`src/rtl/fetch_queue_pkg.sv`:
```
// Shared definitions for the instruction fetch queue: word size, FSM state
// encoding, depth limits and small sizing/arithmetic helpers.
package fetch_queue_pkg;

  // Instruction and address word width.
  localparam int WORD_SIZE = 16;

  // Supported queue depth range (power of two within these limits).
  localparam int DEPTH_MIN = 2;
  localparam int DEPTH_MAX = 16;

  // One queue entry is {pc, instr}.
  localparam int ENTRY_W = 2 * WORD_SIZE;

  typedef enum logic [1:0] {
    ST_IDLE    = 2'd0,  // no request outstanding
    ST_REQ     = 2'd1,  // live request outstanding
    ST_DISCARD = 2'd2   // stale request outstanding, response will be dropped
  } fq_state_e;

  // Width of an occupancy counter able to hold 0..depth.
  function automatic int fq_cnt_w(input int depth);
    return $clog2(depth + 1);
  endfunction

  // Width of a pointer into a depth-entry buffer.
  function automatic int fq_ptr_w(input int depth);
    return (depth > 1) ? $clog2(depth) : 1;
  endfunction

  // Sequential fetch address; wraps from all-ones to zero.
  function automatic logic [WORD_SIZE-1:0] fq_next_pc(input logic [WORD_SIZE-1:0] pc);
    return pc + {{(WORD_SIZE-1){1'b0}}, 1'b1};
  endfunction

endpackage

```
`src/rtl/fetch_queue_fq_fifo.sv`:
```
// Circular buffer holding fetched {pc, instr} entries. Pointers wrap at
// DEPTH; count runs 0..DEPTH. Flush empties the buffer in one cycle.
module fq_fifo
  import fetch_queue_pkg::*;
#(
  parameter int DEPTH = 4
) (
  input  logic                          clk_i,
  input  logic                          rst_ni,
  input  logic                          flush_i,
  input  logic                          push_i,
  input  logic [ENTRY_W-1:0]            push_data_i,
  input  logic                          pop_i,
  output logic [ENTRY_W-1:0]            head_o,
  output logic [fq_cnt_w(DEPTH)-1:0]    count_o
);

  localparam int CW = fq_cnt_w(DEPTH);
  localparam int PW = fq_ptr_w(DEPTH);
  localparam logic [CW-1:0] CNT_FULL = CW'(DEPTH);
  localparam logic [PW-1:0] PTR_LAST = PW'(DEPTH - 1);

  logic [ENTRY_W-1:0] mem_q [DEPTH];
  logic [PW-1:0]      rd_ptr_q;
  logic [PW-1:0]      wr_ptr_q;
  logic [CW-1:0]      count_q;
  logic [CW-1:0]      count_d;
  logic               push_ok_s;
  logic               pop_ok_s;

  function automatic logic [PW-1:0] ptr_inc(input logic [PW-1:0] ptr);
    return (ptr == PTR_LAST) ? {PW{1'b0}} : ptr + {{(PW-1){1'b0}}, 1'b1};
  endfunction

  // Qualify push/pop against occupancy and derive the next count.
  always_comb begin
    pop_ok_s  = pop_i && (count_q != {CW{1'b0}});
    push_ok_s = push_i && ((count_q != CNT_FULL) || pop_ok_s);
    count_d   = count_q;
    case ({push_ok_s, pop_ok_s})
      2'b10:   count_d = count_q + {{(CW-1){1'b0}}, 1'b1};
      2'b01:   count_d = count_q - {{(CW-1){1'b0}}, 1'b1};
      default: count_d = count_q;
    endcase
  end

  // Storage, pointers and occupancy; flush clears occupancy only.
  always_ff @(posedge clk_i or negedge rst_ni) begin
    if (!rst_ni) begin
      rd_ptr_q <= {PW{1'b0}};
      wr_ptr_q <= {PW{1'b0}};
      count_q  <= {CW{1'b0}};
      for (int i = 0; i < DEPTH; i++) begin
        mem_q[i] <= {ENTRY_W{1'b0}};
      end
    end else if (flush_i) begin
      rd_ptr_q <= {PW{1'b0}};
      wr_ptr_q <= {PW{1'b0}};
      count_q  <= {CW{1'b0}};
    end else begin
      if (push_ok_s) begin
        mem_q[wr_ptr_q] <= push_data_i;
        wr_ptr_q        <= ptr_inc(wr_ptr_q);
      end
      if (pop_ok_s) begin
        rd_ptr_q <= ptr_inc(rd_ptr_q);
      end
      count_q <= count_d;
    end
  end

  assign head_o  = mem_q[rd_ptr_q];
  assign count_o = count_q;

endmodule

```
`src/rtl/fetch_queue.sv`:
```
// Instruction fetch queue: issues one memory read at a time, buffers
// returned words with their addresses, and hands them to decode in order.
// A redirect flushes the queue and restarts fetch; a response that was in
// flight at redirect time is dropped.
// Optional: define FETCH_QUEUE_BYPASS_EN to forward an acked word straight
// to the outputs in the ack cycle when the queue is empty.
module fetch_queue
  import fetch_queue_pkg::*;
#(
  parameter int                   DEPTH    = 4,
  parameter logic [WORD_SIZE-1:0] RESET_PC = 16'h0000
) (
  input  logic                 Clk,
  input  logic                 Reset_N,
  output logic                 i_readM,
  output logic [WORD_SIZE-1:0] i_address,
  input  logic [WORD_SIZE-1:0] i_data,
  input  logic                 i_ack,
  input  logic                 redirect,
  input  logic [WORD_SIZE-1:0] redirect_pc,
  input  logic                 stall_fetch,
  output logic                 out_valid,
  input  logic                 out_ready,
  output logic [WORD_SIZE-1:0] out_instr,
  output logic [WORD_SIZE-1:0] out_pc
);

  localparam int CW = fq_cnt_w(DEPTH);
  localparam logic [CW-1:0] CNT_FULL = CW'(DEPTH);

  fq_state_e            state_q, state_d;
  logic [WORD_SIZE-1:0] fetch_pc_q, fetch_pc_d;
  logic [WORD_SIZE-1:0] addr_q, addr_d;

  logic                 push_s;
  logic                 pop_s;
  logic                 ack_take_s;
  logic                 fifo_has_s;
  logic [ENTRY_W-1:0]   head_s;
  logic [CW-1:0]        count_s;

  fq_fifo #(.DEPTH(DEPTH)) u_fifo (
    .clk_i       (Clk),
    .rst_ni      (Reset_N),
    .flush_i     (redirect),
    .push_i      (push_s),
    .push_data_i ({fetch_pc_q, i_data}),
    .pop_i       (pop_s),
    .head_o      (head_s),
    .count_o     (count_s)
  );

  assign fifo_has_s = (count_s != {CW{1'b0}});
  // A live response is accepted only in REQ and only if no redirect kills it.
  assign ack_take_s = (state_q == ST_REQ) && i_ack && !redirect;

  // FSM state, fetch address and request address registers.
  always_ff @(posedge Clk or negedge Reset_N) begin
    if (!Reset_N) begin
      state_q    <= ST_IDLE;
      fetch_pc_q <= RESET_PC;
      addr_q     <= {WORD_SIZE{1'b0}};
    end else begin
      state_q    <= state_d;
      fetch_pc_q <= fetch_pc_d;
      addr_q     <= addr_d;
    end
  end

  // Next-state: issue from IDLE when room exists, complete or discard on ack.
  always_comb begin
    state_d    = state_q;
    fetch_pc_d = fetch_pc_q;
    addr_d     = addr_q;
    case (state_q)
      ST_IDLE: begin
        if (redirect) begin
          fetch_pc_d = redirect_pc;
          state_d    = ST_IDLE;
        end else if (!stall_fetch && (count_s != CNT_FULL)) begin
          state_d = ST_REQ;
          addr_d  = fetch_pc_q;
        end else begin
          state_d = ST_IDLE;
        end
      end
      ST_REQ: begin
        if (redirect) begin
          fetch_pc_d = redirect_pc;
          state_d    = i_ack ? ST_IDLE : ST_DISCARD;
        end else if (i_ack) begin
          fetch_pc_d = fq_next_pc(fetch_pc_q);
          state_d    = ST_IDLE;
        end else begin
          state_d = ST_REQ;
        end
      end
      ST_DISCARD: begin
        if (redirect) begin
          fetch_pc_d = redirect_pc;
          state_d    = i_ack ? ST_IDLE : ST_DISCARD;
        end else if (i_ack) begin
          state_d = ST_IDLE;
        end else begin
          state_d = ST_DISCARD;
        end
      end
      default: begin
        state_d = ST_IDLE;
      end
    endcase
  end

  // Outputs and queue control: request lines, push/pop, decode-side view.
  always_comb begin
    i_readM   = (state_q != ST_IDLE);
    i_address = addr_q;
    pop_s     = !redirect && out_ready && fifo_has_s;
`ifdef FETCH_QUEUE_BYPASS_EN
    // An acked word that finds the queue empty and decode ready skips storage.
    push_s = ack_take_s && !(!fifo_has_s && out_ready);
    if (fifo_has_s) begin
      out_valid = 1'b1;
      out_pc    = head_s[ENTRY_W-1:WORD_SIZE];
      out_instr = head_s[WORD_SIZE-1:0];
    end else if (ack_take_s) begin
      out_valid = 1'b1;
      out_pc    = fetch_pc_q;
      out_instr = i_data;
    end else begin
      out_valid = 1'b0;
      out_pc    = {WORD_SIZE{1'b0}};
      out_instr = {WORD_SIZE{1'b0}};
    end
`else
    push_s = ack_take_s;
    if (fifo_has_s) begin
      out_valid = 1'b1;
      out_pc    = head_s[ENTRY_W-1:WORD_SIZE];
      out_instr = head_s[WORD_SIZE-1:0];
    end else begin
      out_valid = 1'b0;
      out_pc    = {WORD_SIZE{1'b0}};
      out_instr = {WORD_SIZE{1'b0}};
    end
`endif
  end

endmodule

```
`config.mk`:
```
export PLATFORM = sky130hd
export DESIGN_NAME = fetch_queue
export DESIGN_NICKNAME = d
export VERILOG_FILES = /design/src/rtl/fetch_queue_pkg.sv /design/src/rtl/fetch_queue_fq_fifo.sv /design/src/rtl/fetch_queue.sv
export SDC_FILE = /design/constraint.sdc
export NUM_CORES = 1
export LEC_CHECK = 0
export CAP_MARGIN = 15
export CORE_MARGIN = 2
export CORE_UTILIZATION = 55
export CTS_CLUSTER_DIAMETER = 40
export DETAILED_ROUTE_END_ITERATION = 12
export GPL_TIMING_DRIVEN = 0
export HOLD_SLACK_MARGIN = 0.1
export PLACE_DENSITY = 0.89
export SKIP_LAST_GASP = 1
export SYNTH_ARGS = -nofsm -noshare
export SYNTH_HDL_FRONTEND = slang
export SYNTH_SLANG_ARGS = --single-unit
```
`constraint.sdc`:
```
create_clock -name Clk -period 2.8 [get_ports Clk]
set_input_delay 0.42 -clock Clk [delete_from_list [all_inputs] [get_ports Clk]]
set_output_delay 0.42 -clock Clk [all_outputs]
set_load 0.01 [all_outputs]
```
# Yosys cells after proc, flatten, opt, wreduce, memory -nomap -nowiden
# Index checks and enable logic that the tools add are counted.
# op_classes
addsub	5
magnitude_cmp	3
mul	0
mux	27
shifts	0
div	0
eq_ne	9
reduce_logical	22
bitwise	3
# op_table
operator	n
bitwise mux 128 bit	1
two-way mux 32 bit	3
two-way mux 16 bit	5
binary-select mux 32 bit (select 2 bit)	1
demux 32 bit (select 2 bit)	1
case mux 16 bit (2 select lines)	1
adder 16 x 1 -> 16 bit (second input constant)	1
two-way mux 2 bit	8
== test 2 bit (second input constant)	4
logical AND 1 bit	8
nonzero test 2 bit	4
greater-or-equal comparator 3 bit (second input constant)	2
inequality test 3 bit (second input constant)	2
NOT 2 -> 3 bit	2
case mux 2 bit (3 select lines)	1
case mux 3 bit (2 select lines)	1
AND reduction 3 bit	2
nonzero test 3 bit	2
adder 2 x 1 -> 2 bit (second input constant)	2
== test 2 x 1 -> 1 bit (second input constant)	2
two-way mux 1 bit	4
adder 3 x 1 -> 3 bit (second input constant)	1
< comparator 3 x 1 -> 1 bit (second input constant)	1
two-way mux 3 bit	1
other kinds (8)	9
# totals
n_memories	0
mem_bits_rw	0
latch_bits	0
wordCells	79
mem_bits_ro	0
register_bits	169
in_bits	38

# Depth between registers and ports, before layout
# Gate-level depths: netlist (run 1).
# logic_depth
word_depth	9
depth_mapped	8
ltp_nobuf	7

# Hierarchy
# A second synthesis (run 1) with hierarchy kept.
# unflattened
cells_unflattened	575
area_unflattened_um2	8040.2
# by_module_without_submodules
mod	area_each_um2	cells_per_inst	seq_area_each_um2	n_inst
fq_fifo	6019.5	358	3378.2	1
fetch_queue	2020.7	217	850.8	1

# Worst setup path after synthesis (run 1)
# No wires, ideal clock.
# synth_timing
path_kind	register to register
start	register u_fifo.count_q[1] (netlist: u_fifo.count_o[1])
end	register u_fifo.count_q[2] (netlist: u_fifo.count_o[2])
stages_incl_launch_ff	8
path_slack_ns	0.368
setup_ns	0.082
required_time_ns	2.718
synth_period_minus_slack_ns	2.432
n_path_buf	1
arrival_ns	2.349
cell_sequence	dfrtp_1 > or3_1 > clkbuf_1 > nor3b_1 > fa_1 > or4_1 > a21o_1 > a31oi_1
# synth_between
elab_chain_len	8
word_cells_on_any_way	13
classes_between	add/sub: 2; eq/ne: 3; mux: 2; reduce/logical: 6
# synth_rtl
element	line_no	text
from (decl)	fetch_queue_fq_fifo.sv:26	logic [CW-1:0] count_q;
from (signal assigned)	fetch_queue_fq_fifo.sv:52	count_q <= {CW{1'b0}};
from (signal assigned)	fetch_queue_fq_fifo.sv:59	count_q <= {CW{1'b0}};
from (signal assigned)	fetch_queue_fq_fifo.sv:68	count_q <= count_d;
nonzero test 3 bit	fetch_queue_fq_fifo.sv:37, fetch_queue.sv:53	
logical AND 1 bit	fetch_queue.sv:118	pop_s = !redirect && out_ready && fifo_has_s;
logical AND 1 bit	fetch_queue_fq_fifo.sv:37	pop_ok_s = pop_i && (count_q != {CW{1'b0}});
logical OR 1 bit	fetch_queue_fq_fifo.sv:38	push_ok_s = push_i && ((count_q != CNT_FULL) || pop_ok_s);
logical AND 1 bit	fetch_queue_fq_fifo.sv:38	
== test 2 x 1 -> 1 bit / == test 2 bit (equally long branches)	fetch_queue_fq_fifo.sv:40	case ({push_ok_s, pop_ok_s})
case mux 3 bit (2 select lines)	fetch_queue_fq_fifo.sv:40	
two-way mux 3 bit	fetch_queue_fq_fifo.sv:56	end else if (flush_i) begin
# Several ways; a longest one is shown, not always the timed one.
# A chain may end at the register's enable or synchronous reset.

# Worst setup path after layout (run 1)
# layout_timing
start	register u_fifo.rd_ptr_q[1]
end	output port out_pc[8]
# layout_between
elab_chain_len	5
# layout_rtl
element	line_no	text
from (decl)	fetch_queue_fq_fifo.sv:24	logic [PW-1:0] rd_ptr_q;
from (signal assigned)	fetch_queue_fq_fifo.sv:50	rd_ptr_q <= {PW{1'b0}};
from (signal assigned)	fetch_queue_fq_fifo.sv:57	rd_ptr_q <= {PW{1'b0}};
from (signal assigned)	fetch_queue_fq_fifo.sv:66	rd_ptr_q <= ptr_inc(rd_ptr_q);
NOT 2 -> 3 bit (not written as such)	fetch_queue_fq_fifo.sv:72	assign head_o = mem_q[rd_ptr_q];
binary-select mux 32 bit (select 2 bit)	fetch_queue_fq_fifo.sv:72	
two-way mux 32 bit (not written as such) (2 in series)	fetch_queue_fq_fifo.sv:72	
two-way mux 16 bit	fetch_queue.sv:137	if (fifo_has_s) begin
to (decl)	fetch_queue.sv:25	output logic [WORD_SIZE-1:0] out_pc
# Every way passes these cells. The select of a mux whose other input is x is not followed.

==> run_results.csv, run 1 <==
group,metric,value,unit
floorplanning,die-area,16100,um2
sta,fmax,365,MHz
sta,rsz0062_at_grt,"false",
clocking,numCtsBuffers,17,
routing,drtPass1Iterations,8,
power,powerDensity,684,nW/um2
setup_path,crit_arrival,2.32,ns
sta,max_slew_margin,0.451,
finish,areaGrowthSynthToFinish,21.6,%
finish,stdcell_count,886,
setup_path,critPathKind,"flop to output port",
finish,nFillCells,925,
clocking,tritoncts,"done",
sta,min_period,2.74,ns
power,total_leakage_power,4.66,nW
routing,drt_iter0_markers,465,
floorplanning,initial_core_util,0.567,
place,gp_congestion,0.869,
place,dp.cells,854,
run,maxCapViolations,0,
finish,finalNetCount,734,
sta,tightest_slew,0.823,ns
sta,layout_worst_path_cycle_share,0.979,
synthesis,synth_edf_count,0,
global_routing,grt_pass1_wl,30.8,mm
floorplanning,die_h,127,um
setup_path,cp-start-kind,"flop",
sta,finClkSkew,0.00751,ns
setup_path,timing.critical_path.cells,"clkbuf_4 > mux4_2 > and2_1 > clkdlybuf4s50_1",
finish,antenna_cells,0,
synthesis,synthFlopType,"dfrtp_1",
clocking,cts_sinks,169,
routing,avgRoutedWirePerCell,21.4,um
synthesis,synth_seq_cells,169,
global_routing,grt_max_degree,91,
synthesis,synth_cell_types,54,
clocking,cts_buffer_depth,2,
floorplanning,num_rows,44,
synthesis,synthArstFlopShare,1.00,
setup_path,path_max_fanout,10,
clocking,insertion_delay,0.44,ns
global_routing,grt_usage,0.247,
floorplanning,coreArea,14600,um2
clocking,root_buffer,"clkbuf_16",
finish,drive_above_1_share,0.350,
global_routing,antenna_found_initial,0,
synthesis,synth_fp_nets,628,
setup_path,end_kind,"output port",
worst_hold_path,hold_class,"input port to flop",
routing,drc,0,
clocking,htree_levels,4,
outcome,run_status,"finished, final reports clean",
routing,ant_nets,0,
floorplanning,die_w,127,um
setup_path,max_stage_delay,0.52,ns
routing,totalWireLength,19.0,mm
sta,maxSlewViolCount,0,
routing,routed_via_density,6.08,
synthesis,syn_inst,583,
routing,vias,5383,
floorplanning,io_pins,88,
sta,final.setup.tns,0,ns
place,hpwl,12.2,mm
synthesis,syn_area,8300,um2
setup_path,worst_path_max_delay_cell,"dfrtp_1",
sta,hold_viol,0,
power,peakVddDrop,0.440,mV
setup_path,crit_required,2.38,ns
global_routing,grt_pass1_vias,5702,
sta,setup_viol,0,
synthesis,yosysWarnings,0,
synthesis,ys_seq_area_frac,0.509,
place,port_buffers,86,
global_routing,overflow,0,
synthesis,syn_area_per_cell,14.2,um2
clocking,cts.clk_slew.worst_paths,0.07,ns
[worst max-delay path, delay by kind of cell (launching register included)]
| kind | cells | cell delay, ns |
|---|---|---|
| buffers and inverters | 2 | 0.83 |
| flip-flops | 1 | 0.52 |
| multiplexers | 1 | 0.33 |
| AND/OR/NAND/NOR | 1 | 0.20 |
[layout by cell type, fill, tap and decap left out, types with 6 or more instances in the layout]
| master | instances |
|---|---|
| clkbuf_1 | 19 |
| nand2_1 | 24 |
| nor3_1 | 7 |
| mux2_2 | 83 |
| a21oi_1 | 16 |
| clkdlybuf4s50_1 | 85 |
| dfrtp_1 | 168 |
| mux4_2 | 32 |
| clkbuf_16 | 17 |
| nand4_1 | 6 |
| inv_1 | 7 |
| o21ai_0 | 6 |
| o22ai_1 | 6 |
| ha_1 | 6 |
| nor2_1 | 13 |
| and2_1 | 33 |
| a2bb2oi_1 | 6 |
| mux2_4 | 60 |
| buf_6 | 19 |
| nand3_1 | 12 |
[registers in the layout, indices dropped and copies added (netlist names)]
signal and cells:
u_fifo.wr_ptr_q 2, u_fifo.rd_ptr_q 2, i_address 16, u_fifo.mem_q 128
u_fifo.count_o 3, fetch_pc_q 16, state_q 2
[path summary, 6_finish.rpt]
| kind | startpoint | to | slack, ns | depth (start not counted) |
|---|---|---|---|---|
| max | u_fifo.rd_ptr_q[1] | out_pc[8] | 0.06 | 4 |
| min | redirect | fetch_pc_q[10] | 0.47 | 4 |
| max reg2reg | u_fifo.count_o[1] | u_fifo.count_o[2] | 0.24 | 6 |
| min reg2reg | i_address[15] | i_address[15] | 0.50 | 2 |
| max in group asynchronous | Reset_N | u_fifo.mem_q[54] | 1.32 | 3 |
| min in group asynchronous | Reset_N | u_fifo.mem_q[71] | 0.61 | 2 |
[report_power, final]
group | internal (mW) | switching, mW
registers | 2.84 | 0.231
logic | 0.818 | 0.523
clock network | 1.52 | 0.976
[routing by layer]
| metal | part of all wire | vias up | global-route usage |
|---|---|---|---|
| met3 | 0.060 | 41 | 0.0569 |
| met2 | 0.49 | 259 | 0.405 |
| met4 | 0.019 | 0 | 0.0743 |
| li1 | - | 2335 | - |
| met1 | 0.43 | 2748 | 0.333 |
| met5 | 0 | - | 0 |
[layout make-up]
cell class | instances | area [um2] | area share
Clock buffer | 21 | 450 | 0.0446
Inverter | 7 | 26.3 | 0.00260
Timing Repair Buffer | 90 | 915 | 0.0906
Tap cell | 184 | 230 | 0.0228
Buffer | 45 | 323 | 0.0320
Multi-Input combinational cell | 359 | 3750 | 0.372
Clock inverter | 11 | 170 | 0.0169
Sequential cell | 169 | 4230 | 0.419
[logic make-up after synthesis]
group,synth area share
muxes,0.310
DFF,0.509
and+or+nand+nor,0.0814
AOI/OAI and AO/OA,0.0473
buffers and inverters,0.0393
adders and majority gates,0.0115
xor gates and xnor gates,0.00105
[per-stage QoR]
stage | utilization | instance area [um2] | hold WS (ns) | setup slack (ns) | total power, mW
detailed placement | 0.644 | 9420 | 0.484 | -0.109 | 4.42
finish | 0.690 | 10100 | 0.468 | 0.0601 | 6.90
CTS | 0.690 | 10100 | 0.450 | 0.0145 | 6.92
global route | 0.690 | 10100 | 0.501 | 0.00665 | 7.18
floorplan | - | 8300 | 0.124 | 0.368 | 3.90
global placement | 0.642 | 9400 | 0.473 | -4.95 | 4.33
[synthesized netlist by cell type, types with 4 or more instances]
master / n / area share
a21oi_1: 16 / 0.0096
a2bb2oi_1: 6 / 0.0063
and2_1: 33 / 0.025
buf_2: 5 / 0.0030
buf_6: 15 / 0.020
clkbuf_1: 25 / 0.011
dfrtp_1: 169 / 0.51
ha_1: 6 / 0.0090
inv_1: 7 / 0.0032
mux2_2: 83 / 0.11
mux2_4: 60 / 0.11
mux4_2: 32 / 0.087
nand2_1: 24 / 0.011
nand2_4: 4 / 0.0054
nand3_1: 12 / 0.0072
nand4_1: 6 / 0.0045
nor2_1: 13 / 0.0059
nor3_1: 7 / 0.0042
o21ai_0: 6 / 0.0036
o22ai_1: 6 / 0.0045
or3_1: 4 / 0.0030
[timing repair]
action,4_1_cts,5_1_grt
hold endpoints to repair,26,0
hold buffers,1,0
endpoints found under the setup margin,33,6
gates resized for setup,17,1
buffers inserted,2,0
Power figures use the tool's default switching activity.
==> inputs of run 2 (changes only) <==
Settings changed: CTS_CLUSTER_SIZE from default to 24.
==> results of run 2 <==
No change in the layout: final DEF, timing and power equal those of run 1.
==> inputs of run 3 (changes only) <==
Settings changed: ABC_AREA from default to 1, CTS_CLUSTER_DIAMETER 40 to 200, GPL_ROUTABILITY_DRIVEN from default to 0, PLACE_DENSITY 0.89 to 0.88.
==> run_results.csv, run 3 <==
group,metric,value,unit
synthesis,yosys-top-cells-count,"nand2_1, dfrtp_1, nor2_1",
place,hpwl,14.8,mm
finish,areaGrowthSynthToFinish,21.7,%
floorplanning,die_w,130,um
finish,largest_reg_flops,128,
synthesis,syn_area_per_cell,8.76,um2
synthesis,synth_top_family_by_area,"compound AO/OA/AOI/OAI gates",
synthesis,synth-compound-area-share,0.215,
routing,drc,0,
global_routing,antenna_found_initial,0,
place,placed_cell_area,9850,um2
sta,min_period,2.79,ns
setup_path,ff2ff_setup_slack,0.73,ns
setup_path,reg2reg_depth,11,
synthesis,synth_mux_area_frac,0,
synthesis,synth-simple-area-share,0.211,
routing,totalWireLength,22.3,mm
floorplanning,num_rows,45,
clocking,htree_levels,4,
floorplanning,initial_core_util,0.568,
routing,vias,7401,
clocking,root_buffer,"clkbuf_16",
floorplanning,io_pins,88,
setup_path,end_kind,"output port",
sta,fin_hold_ws,0.231,ns
global_routing,grt_pass1_vias,7326,
synthesis,synthXorXnorAreaFrac,0.00201,
finish,stdcell_count,1323,
synthesis,synthFlopType,"dfrtp_1",
global_routing,grt_max_degree,105,
setup_path,crit_required,2.38,ns
sta,max_slew_margin,0.608,
power,peakVddDrop,0.532,mV
synthesis,yosysMostFrequentCell,"nand2_1",
routing,met1_length,9.30,mm
place,port_buffers,86,
setup_path,cp-start-kind,"flop",
power,total_power,8.21,mW
finish,layout_commonest_cell,"nand2_1",
place,pre_cts_ws,0.0649,ns
synthesis,ys_seq_area_frac,0.486,
synthesis,synth_top_area_cell,"dfrtp_1",
clocking,tritoncts,"done",
clocking,cts_sinks,169,
sta,final.setup.tns,0,ns
sta,fmax,358,MHz
floorplanning,die-area,16800,um2
global_routing,grt_usage,0.281,
synthesis,synth_area_leaders,"dfrtp_1, o21ai_2, nand2_1",
routing,routed-wl-met2,11.1,mm
synthesis,yosysWarnings,0,
sta,finClkSkew,0.00874,ns
finish,design_area,10600,um2
sta,layout_worst_path_cycle_share,0.997,
global_routing,overflow,0,
synthesis,synth_cell_types,34,
setup_path,critPathKind,"flop to output port",
finish,antenna_cells,0,
synthesis,synth_fp_nets,1038,
sta,maxSlewViolCount,0,
floorplanning,die_h,130,um
outcome,run_status,"finished, final reports clean",
synthesis,synth_fa_ha_area_frac,0.0109,
synthesis,syn_inst,993,
synthesis,synth_edf_count,0,
finish,final_util,0.691,
global_routing,grt_pass1_wl,36.5,mm
setup_path,crit_arrival,2.37,ns
clocking,numCtsBuffers,17,
synthesis,synth_seq_cells,169,
setup_path,startpoint,"u_fifo.rd_ptr_q[0]",
sta,tightest_slew,0.587,ns
worst_hold_path,hold_class,"input port to flop",
synthesis,syn_area,8690,um2
routing,routed_via_density,5.59,
setup_path,crit_end,"out_pc[15]",
sta,fin_ws,0.00776,ns
power,total_leakage_power,4.90,nW
clocking,cts.clk_slew.worst_paths,0.06,ns
run,maxCapViolations,0,
finish,finalNetCount,1144,
setup_path,path_max_fanout,10,
finish,largest-register,"u_fifo.mem_q",
routing,drt_iter0_markers,814,
sta,rsz0062_at_grt,"true",
routing,wl_met3,1.36,mm
sta,hold_viol,0,
setup_path,rr_startpoint,"u_fifo.count_o[0]",
setup_path,r2r-end,"u_fifo.count_o[2]",
sta,setup_viol,0,
routing,ant_nets,0,
floorplanning,coreArea,15300,um2
finish,nFillCells,1147,
power,powerDensity,776,nW/um2
routing,maxUsedRoutingLayer,"met4",
clocking,cts_buffer_depth,2,
finish,drive_above_1_share,0.241,
place,dp.cells,1291,
routing,avgRoutedWirePerCell,16.9,um
synthesis,synth_top_area_share,0.486,
routing,drtPass1Iterations,6,
synthesis,synthArstFlopShare,1.00,
clocking,insertion_delay,0.44,ns
finish,layout_common_cells,"nand2_1, dfrtp_1, nor2_1",
## run 3: cells by family (layout without fill, tap and decap cells)
family          count (synthesis)  count (layout)
simple gates                  423             423
compound gates                274             274
flops                         169             169
buf+inv                       118             237
fa+ha+maj                       7               7
xor+xnor                        2               2
## run 3: how the worst min path moves through the flow
stage / start / end / slack [ns] / cells past startpoint
after detailed placement: Reset_N / u_fifo.mem_q[40] / 0.40 / 1
after floorplan: Reset_N / fetch_pc_q[0] / 0.12 / 0
after global placement: u_fifo.mem_q[66] / u_fifo.mem_q[66] / 0.46 / 2
final: redirect / state_q[0] / 0.23 / 2
after global routing: redirect / state_q[0] / 0.24 / 2
after CTS: redirect / state_q[0] / 0.22 / 2
## run 3: what timing repair did
item / CTS / global route
hold buffers: 1 / 0
pin swaps: 0 / 2
hold endpoints to repair: 65 / 0
gates resized for setup: 27 / 20
endpoints found under the setup margin: 32 / 32
cloned: 0 / 0
buffers inserted: 0 / 0
## run 3: power breakdown
| part | leakage, nW | total (mW) | switching (mW) | internal [mW] |
|---|---|---|---|---|
| Sequential | 2.24 | 3.17 | 0.304 | 2.87 |
| Clock | 0.307 | 2.53 | 1.01 | 1.52 |
| Combinational | 2.35 | 2.50 | 1.53 | 0.973 |
| Total | 4.90 | 8.21 | 2.84 | 5.36 |
## run 3: critical path, stage by stage, from the launching register on
cell and delay, ns:
dfrtp_1 0.43, inv_1 0.09, buf_2 0.21, clkbuf_4 0.24
o21ai_0 0.10, a21oi_1 0.26, clkdlybuf4s50_1 0.60
## run 3: area by class of cell
type                    instances  area (um2)  area share
plain buffers                  57         467      0.0441
multi-input cells             706        3830       0.362
clock buffers                  18         439      0.0415
well taps                     211         264      0.0250
inverters                      60         235      0.0222
flip-flops and latches        169        4230       0.400
repair buffers                 88         918      0.0868
clock inverters                14         194      0.0183
## run 3: layer usage
layer  track usage  up-vias
met5             0        -
met4         0.113        0
met3        0.0541       50
met2         0.466      301
met1         0.366     3586
li1              -     3464
